$ cat config.mk
export PLATFORM = sky130hd
export DESIGN_NAME = uart_rx_9600_flat
export DESIGN_NICKNAME = d
export VERILOG_FILES = /design/src/rtl/uart_rx_9600_if.sv /design/src/rtl/uart_rx_9600.sv /design/src/flat_wrapper.sv
export SDC_FILE = /design/constraint.sdc
export NUM_CORES = 1
export LEC_CHECK = 0
export ABC_AREA = 1
export CAP_MARGIN = 30
export CORE_MARGIN = 1.5
export CORE_UTILIZATION = 50
export CTS_CLUSTER_DIAMETER = 30
export DETAILED_ROUTE_END_ITERATION = 6
export PLACE_DENSITY_LB_ADDON = 0.25
export SLEW_MARGIN = 5
export SYNTH_ARGS = -nofsm -noshare
export SYNTH_HDL_FRONTEND = slang
export SYNTH_SLANG_ARGS = --single-unit
$ cat constraint.sdc
create_clock -name clk -period 2.7 [get_ports clk]
set_input_delay 0.27 -clock clk [delete_from_list [all_inputs] [get_ports clk]]
set_output_delay 0.27 -clock clk [all_outputs]
set_load 0.05 [all_outputs]
$ cat src/rtl/uart_rx_9600_if.sv
// Receive-side handshake bundle: held byte, ready/ack pair, error flags and FSM visibility.
interface uart_rx_9600_if;
   logic       rx_ack;
   logic [7:0] rx_data;
   logic       rx_ready;
   logic       frame_err;
   logic       overrun;
   logic       busy;
   logic [2:0] fsm_state;

   // rx_ready is a level: it stays high while a byte is held and drops the cycle after
   // rx_ack is seen high on a clock edge. An rx_ack seen while rx_ready is low does nothing.
   modport master (
      input  rx_ack,
      output rx_data, rx_ready, frame_err, overrun, busy, fsm_state
   );

   modport slave (
      output rx_ack,
      input  rx_data, rx_ready, frame_err, overrun, busy, fsm_state
   );
endinterface

$ cat src/rtl/uart_rx_9600.sv
// 8N1 UART receiver clocked by the system clock with an internal baud counter,
// delivering bytes through a ready/ack holding register with framing and overrun flags.
module uart_rx_9600 #(
   parameter int CLK_HZ = 48000000,
   parameter int BAUD   = 9600
) (
   input  logic            clk,
   input  logic            rst,
   input  logic            DATA_IN,
   uart_rx_9600_if.master  rx
);
   localparam int CLKS_PER_BIT = CLK_HZ / BAUD;
   localparam int HALF_BIT     = CLKS_PER_BIT / 2;
   localparam int CW           = $clog2(CLKS_PER_BIT);
   localparam logic [CW-1:0] HALF_LAST = CW'(HALF_BIT - 1);
   localparam logic [CW-1:0] BIT_LAST  = CW'(CLKS_PER_BIT - 1);

   typedef enum logic [2:0] {
      S_IDLE  = 3'd0,
      S_START = 3'd1,
      S_DATA  = 3'd2,
      S_STOP  = 3'd3,
      S_BREAK = 3'd4
   } state_t;

   state_t        state_q, state_d;
   logic [CW-1:0] cnt_q, cnt_d;
   logic [2:0]    idx_q, idx_d;
   logic [7:0]    shift_q, shift_d;
   logic [7:0]    data_q, data_d;
   logic          ready_q, ready_d;
   logic          ferr_q, ferr_d;
   logic          ovr_q, ovr_d;
   logic [1:0]    sync_q;
   logic          rxs;

   assign rxs = sync_q[1];

   always_ff @(posedge clk or posedge rst) begin
      if (rst) begin
         state_q <= S_IDLE;
         cnt_q   <= '0;
         idx_q   <= '0;
         shift_q <= '0;
         data_q  <= '0;
         ready_q <= 1'b0;
         ferr_q  <= 1'b0;
         ovr_q   <= 1'b0;
         sync_q  <= 2'b11;
      end else begin
         state_q <= state_d;
         cnt_q   <= cnt_d;
         idx_q   <= idx_d;
         shift_q <= shift_d;
         data_q  <= data_d;
         ready_q <= ready_d;
         ferr_q  <= ferr_d;
         ovr_q   <= ovr_d;
         sync_q  <= {sync_q[0], DATA_IN};
      end
   end

   always_comb begin
      state_d = state_q;
      cnt_d   = cnt_q;
      idx_d   = idx_q;
      shift_d = shift_q;
      data_d  = data_q;
      ready_d = ready_q;
      ferr_d  = ferr_q;
      ovr_d   = ovr_q;

      if (rx.rx_ack) begin
         ready_d = 1'b0;
         ovr_d   = 1'b0;
      end

      case (state_q)
         S_IDLE: begin
            if (!rxs) begin
               state_d = S_START;
               cnt_d   = '0;
            end
         end
         S_START: begin
            if (cnt_q == HALF_LAST) begin
               cnt_d = '0;
               idx_d = '0;
               state_d = rxs ? S_IDLE : S_DATA;
            end else begin
               cnt_d = cnt_q + CW'(1);
            end
         end
         S_DATA: begin
            if (cnt_q == BIT_LAST) begin
               cnt_d          = '0;
               shift_d[idx_q] = rxs;
               idx_d          = idx_q + 3'd1;
               if (idx_q == 3'd7) state_d = S_STOP;
            end else begin
               cnt_d = cnt_q + CW'(1);
            end
         end
         S_STOP: begin
            if (cnt_q == BIT_LAST) begin
               cnt_d = '0;
               if (rxs) begin
                  // An ack on the completing edge frees the slot, so no overrun then.
                  data_d  = shift_q;
                  ready_d = 1'b1;
                  ferr_d  = 1'b0;
                  if (ready_q && !rx.rx_ack) ovr_d = 1'b1;
                  state_d = S_IDLE;
               end else begin
                  ferr_d  = 1'b1;
                  state_d = S_BREAK;
               end
            end else begin
               cnt_d = cnt_q + CW'(1);
            end
         end
         S_BREAK: begin
            if (rxs) state_d = S_IDLE;
         end
         default: state_d = S_IDLE;
      endcase
   end

   assign rx.rx_data   = data_q;
   assign rx.rx_ready  = ready_q;
   assign rx.frame_err = ferr_q;
   assign rx.overrun   = ovr_q;
   assign rx.busy      = (state_q != S_IDLE);
   assign rx.fsm_state = state_q;
endmodule

$ cat src/flat_wrapper.sv
// flat-port wrapper written by rule: the top's interface ports become plain ports
module uart_rx_9600_flat 
#(
   parameter int CLK_HZ = 48000000,
   parameter int BAUD   = 9600
)
  (clk, rst, DATA_IN, rx_rx_ack, rx_rx_data, rx_rx_ready, rx_frame_err, rx_overrun, rx_busy, rx_fsm_state);
  uart_rx_9600_if rx_i ();
  input  logic clk;
  input  logic rst;
  input  logic DATA_IN;
  input wire logic [$bits(rx_i.rx_ack)-1:0] rx_rx_ack;
  output wire logic [$bits(rx_i.rx_data)-1:0] rx_rx_data;
  output wire logic [$bits(rx_i.rx_ready)-1:0] rx_rx_ready;
  output wire logic [$bits(rx_i.frame_err)-1:0] rx_frame_err;
  output wire logic [$bits(rx_i.overrun)-1:0] rx_overrun;
  output wire logic [$bits(rx_i.busy)-1:0] rx_busy;
  output wire logic [$bits(rx_i.fsm_state)-1:0] rx_fsm_state;
  assign rx_i.rx_ack = rx_rx_ack;
  assign rx_rx_data = rx_i.rx_data;
  assign rx_rx_ready = rx_i.rx_ready;
  assign rx_frame_err = rx_i.frame_err;
  assign rx_overrun = rx_i.overrun;
  assign rx_busy = rx_i.busy;
  assign rx_fsm_state = rx_i.fsm_state;
  uart_rx_9600 #(.CLK_HZ(CLK_HZ), .BAUD(BAUD)) u_core (.clk(clk), .rst(rst), .DATA_IN(DATA_IN), .rx(rx_i));
endmodule
==> flow_summary.toml, run 1 <==
[sta]
worst_clock_skew_ns = 0.00816
setup_viol = 0
tns_ns = 0
fin_ws_ns = 0.645
slew_violations = 0
rsz0062_at_grt = "false"
finalCriticalPeriod_ns = 2.06
fin_crit_sh_pct = 76.1
finalHoldViolations = 0
relSlewSlack_pct = 66.7
tightest_slew_ns = 0.498
timing.fmax_ghz = 0.487

[power]
pwr-share-clk_pct = 44.6
p_sw_share_pct = 21.7
ir_worst_vdd_mv = 0.267
switchingPower_mw = 0.246
p_comb_share_pct = 2.1
power_leakage_nw = 1.35
cellPowerDensity_nw_per_um2 = 424
p_total_mw = 1.13
power.internal_mw = 0.886
pwr-share-seq_pct = 53.3

[setup_path]
cp_max_fo = 6
path_delay_family = "buffers and inverters"
cp_cell_sequence = "nor2_2 > nand2_1 > clkdlybuf4s50_1"
start_kind = "flop"
critical_path_class = "flop to output port"
arrival_ns = 1.79
worstPathRequired_ns = 2.43
cp-end-kind = "output port"
crit_buf_inv = 1
max_stage_delay_ns = 0.70
crit_slowest_cell = "clkdlybuf4s50_1"

[logic_synthesis]
ys_ff_latch = 40
synthCells = 307
synth_edf_count = 0
synthTopCellsByCount = "nand2_1, dfrtp_1, nor2_1"
synth.distinct_cells = 28
yosys-top-cells-area = "dfrtp_1, nand2_1, nor2_1, nand3_1, inv_1"
async_reset_ff_share_pct = 100
yosysTopAreaCell = "dfrtp_1"
synth_ff_type = "dfrtp_1"
synth.yosys.seq_area_share_pct = 43.5
netlist_area_um2 = 2310
synth_nets = 314
yosysMostFrequentCell = "nand2_1"
synth_warnings = 0
yosysTopAreaCellShare_pct = 41.2
syn_area_per_cell_um2 = 7.52

[cts]
cts_tree = "built"
ctsLongestPathBuffers = 2
clock_latency_ns = 0.30
cts.sinks = 40
clkTransAtPathRegs_ns = 0.08
cts_hold_buf = 0
cts_setup_buffers = 0
cts-root-buf = "clkbuf_8"
cts_resized = 0
cts_made_buffers = 5
htree_levels = 2

[grt]
grt_remaining_overflow = 0
grt_pass1_wl_um = 8580
grt_usage_pct = 21.2
grt_start_max_net_pins = 41
grt_pass1_vias = 1922
antenna_found_initial = 0

[run]
drv_cap = 0

[detailed_routing]
wl_per_cell_um = 12.2
ant_nets = 0
drc = 0
drtIter0Drc = 108
drt_wl_total_um = 4680
drtPass1Iterations = 4
post_drt_via_cell_ratio = 5.13
vias = 1971

[floorplanning]
start_util_pct = 52.7
coreArea_um2 = 4380
die_area_um2 = 5030
die_h_um = 70.9
fp-row-count = 24
io_pins = 19
die_w_um = 70.9

[placed_design]
dp_hpwl_um = 3430
gp_congestion = 0.911
dp.cells = 376
dp_slack_ns = 0.960
io_buffers = 18

[finish]
fillerInstances = 411
antenna_cells = 0
syn2layout_area_growth_pct = 15.6
final_cell_count_no_fill = 384
layout.nets = 338
drive_gt1_share_pct = 15.1
final_util_pct = 60.8

[outcome]
status = "complete, no violations"

[min_path]
hold_path.class = "flop to flop"
==> cells by family (layout without fill, tap and decap cells) <==
logic type / Yosys count / count (layout) / share of synthesized area, %
AO/OA/AOI/OAI: 21 / 21 / 5.37
XOR/XNOR: 3 / 3 / 1.14
adder cells (fa/ha/maj): 3 / 3 / 1.63
buffers and inverters: 38 / 63 / 6.40
flip-flops: 40 / 40 / 43.5
AND/OR/NAND/NOR: 202 / 202 / 42.0
==> path summary, 6_finish.rpt <==
path / endpoint / slack (ns) / from / cells after the start
min in group asynchronous: u_core.rx.rx_data[6] / 0.39 / rst / 3
max in group asynchronous: u_core.sync_q[0] / 1.95 / rst / 3
min: u_core.sync_q[1] / 0.36 / u_core.sync_q[0] / 0
max: rx_busy / 0.64 / u_core.rx.fsm_state[0] / 3
max reg2reg: u_core.cnt_q[6] / 1.00 / u_core.cnt_q[0] / 8
min reg2reg: u_core.sync_q[1] / 0.36 / u_core.sync_q[0] / 0
==> routing by layer <==
layer	routed length [um]	vias to the layer above	part of all wire, %	global-route usage [%]
met4	27	0	0.58	5.24
met1	2230	899	48	28.1
li1	-	1016	-	-
met5	0	-	0	0
met3	251	2	5.4	5.13
met2	2170	54	46	35.3
==> layout make-up <==
| class | instances | area [um2] | share of cell area, % |
|---|---|---|---|
| Clock inverter | 3 | 46.3 | 1.74 |
| Inverter | 35 | 131 | 4.92 |
| Tap cell | 52 | 65.1 | 2.44 |
| Multi-Input combinational cell | 229 | 1160 | 43.4 |
| Clock buffer | 5 | 68.8 | 2.58 |
| Timing Repair Buffer | 20 | 195 | 7.32 |
| Sequential cell | 40 | 1000 | 37.6 |
==> worst register-to-register path: cells and delay by family (launching register included) <==
kind                       cells  cell delay, ns
and+or+nand+nor                7            0.85
adders and majority gates      1            0.33
DFF                            1            0.41
==> power groups by stage <==
stage | combinational (mW) | clock (mW) | sequential [mW]
after detailed placement | 0.0248 | 0 | 0.615
final | 0.0236 | 0.505 | 0.604
after global routing | 0.0279 | 0.533 | 0.604
after floorplan | 0.0142 | 0 | 0.615
after CTS | 0.0248 | 0.513 | 0.603
after global placement | 0.0247 | 0 | 0.615
==> placed cells by master, fill, tap and decap left out <==
cell type,instances
inv_6,1
inv_2,6
nand2_1,101
o21bai_1,1
nor3_1,1
nand3_1,25
nor2_1,34
inv_1,29
o21ai_1,6
dfstp_2,2
buf_4,2
o21ai_0,11
xor2_1,3
nand2_4,3
nor2_8,2
clkdlybuf4s50_1,18
nand3b_1,3
ha_1,3
o21a_1,1
nand4_1,7
a21oi_4,1
nor3_4,1
clkinvlp_4,1
clkbuf_8,5
nor2_2,11
bufinv_16,1
nand3_2,4
nor2_4,1
o211ai_1,1
nand2_2,9
dfrtp_1,38
==> state kept, by name, indices dropped and copies added (netlist names) <==
register,count
u_core.sync_q,2
u_core.rx.overrun,1
u_core.idx_q,3
u_core.rx.fsm_state,3
u_core.rx.frame_err,1
u_core.rx.rx_data,8
u_core.rx.rx_ready,1
u_core.shift_q,8
u_core.cnt_q,13
==> stage by stage <==
step                hold WS [ns]  instance area, um2
floorplan                  0.274                2310
global placement           0.345                2550
detailed placement         0.347                2550
CTS                        0.359                2670
global route               0.363                2670
finish                     0.359                2670
Power figures use the tool's default switching activity.
==> inputs of run 2 (changes only) <==
==> constraint.sdc (replaced) <==
create_clock -name clk -period 1.9 [get_ports clk]
set_input_delay 0.19 -clock clk [delete_from_list [all_inputs] [get_ports clk]]
set_output_delay 0.19 -clock clk [all_outputs]
set_load 0.05 [all_outputs]
==> flow_summary.toml, run 2 (synthesized netlist as in run 1, its figures left out) <==
[outcome]
status = "complete, no violations"

[min_path]
worstHoldPathCells = 1
hold_path.class = "input pin to flop"
hold_start = "DATA_IN"

[cts]
cts_hold_buf = 0
clock_latency_ns = 0.30
cts_tree = "built"
cts.sinks = 40
htree_levels = 2
cts_resized = 0
cts_made_buffers = 5
cts-root-buf = "clkbuf_8"
ctsLongestPathBuffers = 2
clkTransAtPathRegs_ns = 0.08
cts_setup_buffers = 0

[sta]
fin_hold_ws_ns = 0.291
relSlewSlack_pct = 67.2
rsz0062_at_grt = "false"
tightest_slew_ns = 0.491
tns_ns = 0
fin_crit_sh_pct = 94.8
timing.fmax_ghz = 0.555
slew_violations = 0
worst_clock_skew_ns = 0.00359
setup_viol = 0
finalHoldViolations = 0
fin_ws_ns = 0.0982
finalCriticalPeriod_ns = 1.80

[detailed_routing]
drt_wl_total_um = 4720
wl_per_cell_um = 12.3
wl_met2_um = 2160
drtPass1Iterations = 4
vias = 1950
met3_length_um = 170
dr.max_layer_used = "met4"
post_drt_via_cell_ratio = 5.08
wl_met1_um = 2280
drc = 0
drtIter0Drc = 84
ant_nets = 0

[finish]
multi_input_area_um2 = 1160
fillerInstances = 389
syn2layout_area_growth_pct = 15.8
seq_area_um2 = 1000
antenna_cells = 0
final_cell_mix = "nand2_1, dfrtp_1, nor2_1"
drive_gt1_share_pct = 15.7
layout.nets = 338
largest_reg_flops = 13
regMostFlops = "u_core.cnt_q"
layout_commonest_cell = "nand2_1"

[floorplanning]
start_util_pct = 52.7
coreArea_um2 = 4380
die_w_um = 70.9
die_h_um = 70.9
io_pins = 19
fp-row-count = 24
die_area_um2 = 5030

[power]
ir_worst_vdd_mv = 0.403
cellPowerDensity_nw_per_um2 = 621
power_leakage_nw = 1.36

[setup_path]
r2r_cells = 8
arrival_ns = 1.61
worstReg2RegStart = "u_core.cnt_q[0]"
cp.depth = 1
worstPathRequired_ns = 1.71
cp-end-kind = "output port"
crit_buf_inv = 1
cp_max_fo = 6
max_stage_delay_ns = 0.84
crit_slowest_cell = "clkdlybuf4s50_1"
path_delay_family = "buffers and inverters"
crit_start = "u_core.rx.fsm_state[1]"
start_kind = "flop"
cp_cell_sequence = "clkdlybuf4s50_1"
critical_path_class = "flop to output port"

[placed_design]
gp_congestion = 0.992
io_buffers = 18
dp_hpwl_um = 3560
dp_slack_ns = 0.266

[grt]
antenna_found_initial = 0
grt_start_max_net_pins = 41
grt_pass1_wl_um = 8470
grt_pass1_vias = 1868
grt_usage_pct = 21.4
grt_remaining_overflow = 0

[run]
drv_cap = 0
[run 2: power breakdown]
group	switching [mW]	total [mW]	internal (mW)
Sequential	0.00240	0.857	0.854
Clock	0.305	0.769	0.464
Combinational	0.0254	0.0344	0.00894
Total	0.333	1.66	1.33
[run 2: final cells by class]
cell class	instances	share of cell area, %
inverters	35	4.91
multi-input cells	229	43.3
well taps	52	2.43
flip-flops and latches	40	37.5
clock inverters	1	1.12
clock buffers	7	3.60
repair buffers	20	7.11
[run 2: final timing paths]
path	endpoint	slack [ns]
setup reg to reg	u_core.cnt_q[2]	0.21
min in group asynchronous	u_core.cnt_q[3]	0.31
max in group asynchronous	u_core.sync_q[0]	1.23
hold / removal	u_core.sync_q[0]	0.29
hold reg to reg	u_core.sync_q[1]	0.36
setup / recovery	rx_fsm_state[1]	0.1
[run 2: layer usage]
layer,GRT usage [%],vias up
met3,4.56,13
li1,-,1017
met4,9.22,0
met1,28.4,882
met5,0,-
met2,34.0,38
[run 2: stage by stage]
step	instances	util (%)	total power, mW	instance area (um2)
3_3_place_gp	376	58.1	0.909	2550
4_1_cts	384	61.0	1.68	2670
6_report	384	61.0	1.66	2670
3_5_place_dp	376	58.1	0.910	2550
2_1_floorplan	307	-	0.893	2310
5_1_grt	384	61.0	1.71	2670
==> inputs of run 3 (changes only) <==
==> constraint.sdc (replaced) <==
create_clock -name clk -period 2.05 [get_ports clk]
set_input_delay 0.205 -clock clk [delete_from_list [all_inputs] [get_ports clk]]
set_output_delay 0.205 -clock clk [all_outputs]
set_load 0.05 [all_outputs]
==> flow_summary.toml, run 3 (synthesized netlist as in run 1, its figures left out) <==
[finish]
fillerInstances = 400
layout_commonest_cell = "nand2_1"
final_cell_count_no_fill = 384
final_cell_mix = "nand2_1, dfrtp_1, nor2_1"
regMostFlops = "u_core.cnt_q"
largest_reg_flops = 13
antenna_cells = 0
syn2layout_area_growth_pct = 15.5
layout.nets = 338
drive_gt1_share_pct = 15.1

[min_path]
hold_path.class = "input pin to flop"

[sta]
tns_ns = 0
worst_clock_skew_ns = 0.00467
finalHoldViolations = 0
tightest_slew_ns = 0.514
slew_violations = 0
finalCriticalPeriod_ns = 1.88
timing.fmax_ghz = 0.532
fin_hold_ws_ns = 0.309
fin_ws_ns = 0.169
setup_viol = 0
rsz0062_at_grt = "false"
fin_crit_sh_pct = 91.7
relSlewSlack_pct = 65.6

[placed_design]
dp_slack_ns = 0.380
io_buffers = 18
dp_hpwl_um = 3460
gp_congestion = 0.941
dp.cells = 376

[setup_path]
arrival_ns = 1.68
critical_path_class = "flop to output port"
start_kind = "flop"
max_stage_delay_ns = 0.87
cp_cell_sequence = "clkdlybuf4s50_1"
cp_max_fo = 6
crit_slowest_cell = "clkdlybuf4s50_1"
cp-end-kind = "output port"
worstPathRequired_ns = 1.85
crit_buf_inv = 1
path_delay_family = "buffers and inverters"

[grt]
grt_remaining_overflow = 0
grt_start_max_net_pins = 41
grt_usage_pct = 21.1
antenna_found_initial = 0
grt_pass1_wl_um = 8460
grt_pass1_vias = 1868

[power]
power_leakage_nw = 1.35
p_total_mw = 1.48
pwr-share-seq_pct = 53.7
p_sw_share_pct = 21.5
ir_worst_vdd_mv = 0.352
pwr-share-clk_pct = 44.1
power.internal_mw = 1.16
p_comb_share_pct = 2.2
switchingPower_mw = 0.317
cellPowerDensity_nw_per_um2 = 554

[cts]
cts_made_buffers = 5
clock_latency_ns = 0.30
htree_levels = 2
ctsLongestPathBuffers = 2
cts-root-buf = "clkbuf_8"
clkTransAtPathRegs_ns = 0.08
cts_setup_buffers = 0
cts.sinks = 40
cts_tree = "built"

[detailed_routing]
ant_nets = 0
post_drt_via_cell_ratio = 5.14
wl_per_cell_um = 12.6
drc = 0
drtPass1Iterations = 4
vias = 1975
drtIter0Drc = 139
drt_wl_total_um = 4820

[floorplanning]
io_pins = 19
coreArea_um2 = 4380
start_util_pct = 52.7
die_h_um = 70.9
fp-row-count = 24
die_w_um = 70.9
die_area_um2 = 5030

[outcome]
status = "complete, no violations"

[run]
drv_cap = 0
run 3: area by class of cell:
| class | instances | area, um2 | share of cell area [%] |
|---|---|---|---|
| clock buffers | 5 | 68.8 | 2.58 |
| clock inverters | 3 | 42.5 | 1.60 |
| inverters | 35 | 131 | 4.93 |
| multi-input cells | 229 | 1160 | 43.4 |
| flip-flops and latches | 40 | 1000 | 37.6 |
| well taps | 52 | 65.1 | 2.44 |
| repair buffers | 20 | 198 | 7.41 |
run 3: path summary, 6_finish.rpt:
path	start	depth (start not counted)	slack (ns)	end
worst max-delay path	u_core.rx.fsm_state[2]	1	0.17	rx_fsm_state[2]
worst min-delay path	DATA_IN	1	0.31	u_core.sync_q[0]
worst max register to register	u_core.cnt_q[0]	8	0.36	u_core.cnt_q[2]
worst min register to register	u_core.sync_q[0]	0	0.36	u_core.sync_q[1]
max in group asynchronous	rst	3	1.35	u_core.sync_q[1]
min in group asynchronous	rst	3	0.33	u_core.cnt_q[6]
run 3: what timing repair did:
action	in CTS	in global routing
setup endpoints to repair	0	1
resized for setup	0	1
hold buffers	0	0
run 3: layer usage:
| metal | track usage (%) | share of wire, % |
|---|---|---|
| met5 | 0 | 0 |
| met4 | 6.50 | 1.8 |
| met3 | 4.70 | 5.9 |
| met2 | 34.4 | 46 |
| met1 | 28.1 | 46 |
run 3: metrics by stage:
stage,utilization [%],area (um2)
floorplan,-,2310
global placement,58.2,2550
detailed placement,58.2,2550
CTS,60.8,2660
global route,60.8,2670
finish,60.8,2670
run 3: power by group through the flow:
stage | clock (mW) | combinational (mW) | sequential (mW)
after floorplan | 0 | 0.0186 | 0.809
after global placement | 0 | 0.0336 | 0.810
after detailed placement | 0 | 0.0337 | 0.810
after CTS | 0.657 | 0.0338 | 0.794
after global routing | 0.698 | 0.0381 | 0.794
final | 0.651 | 0.0323 | 0.794
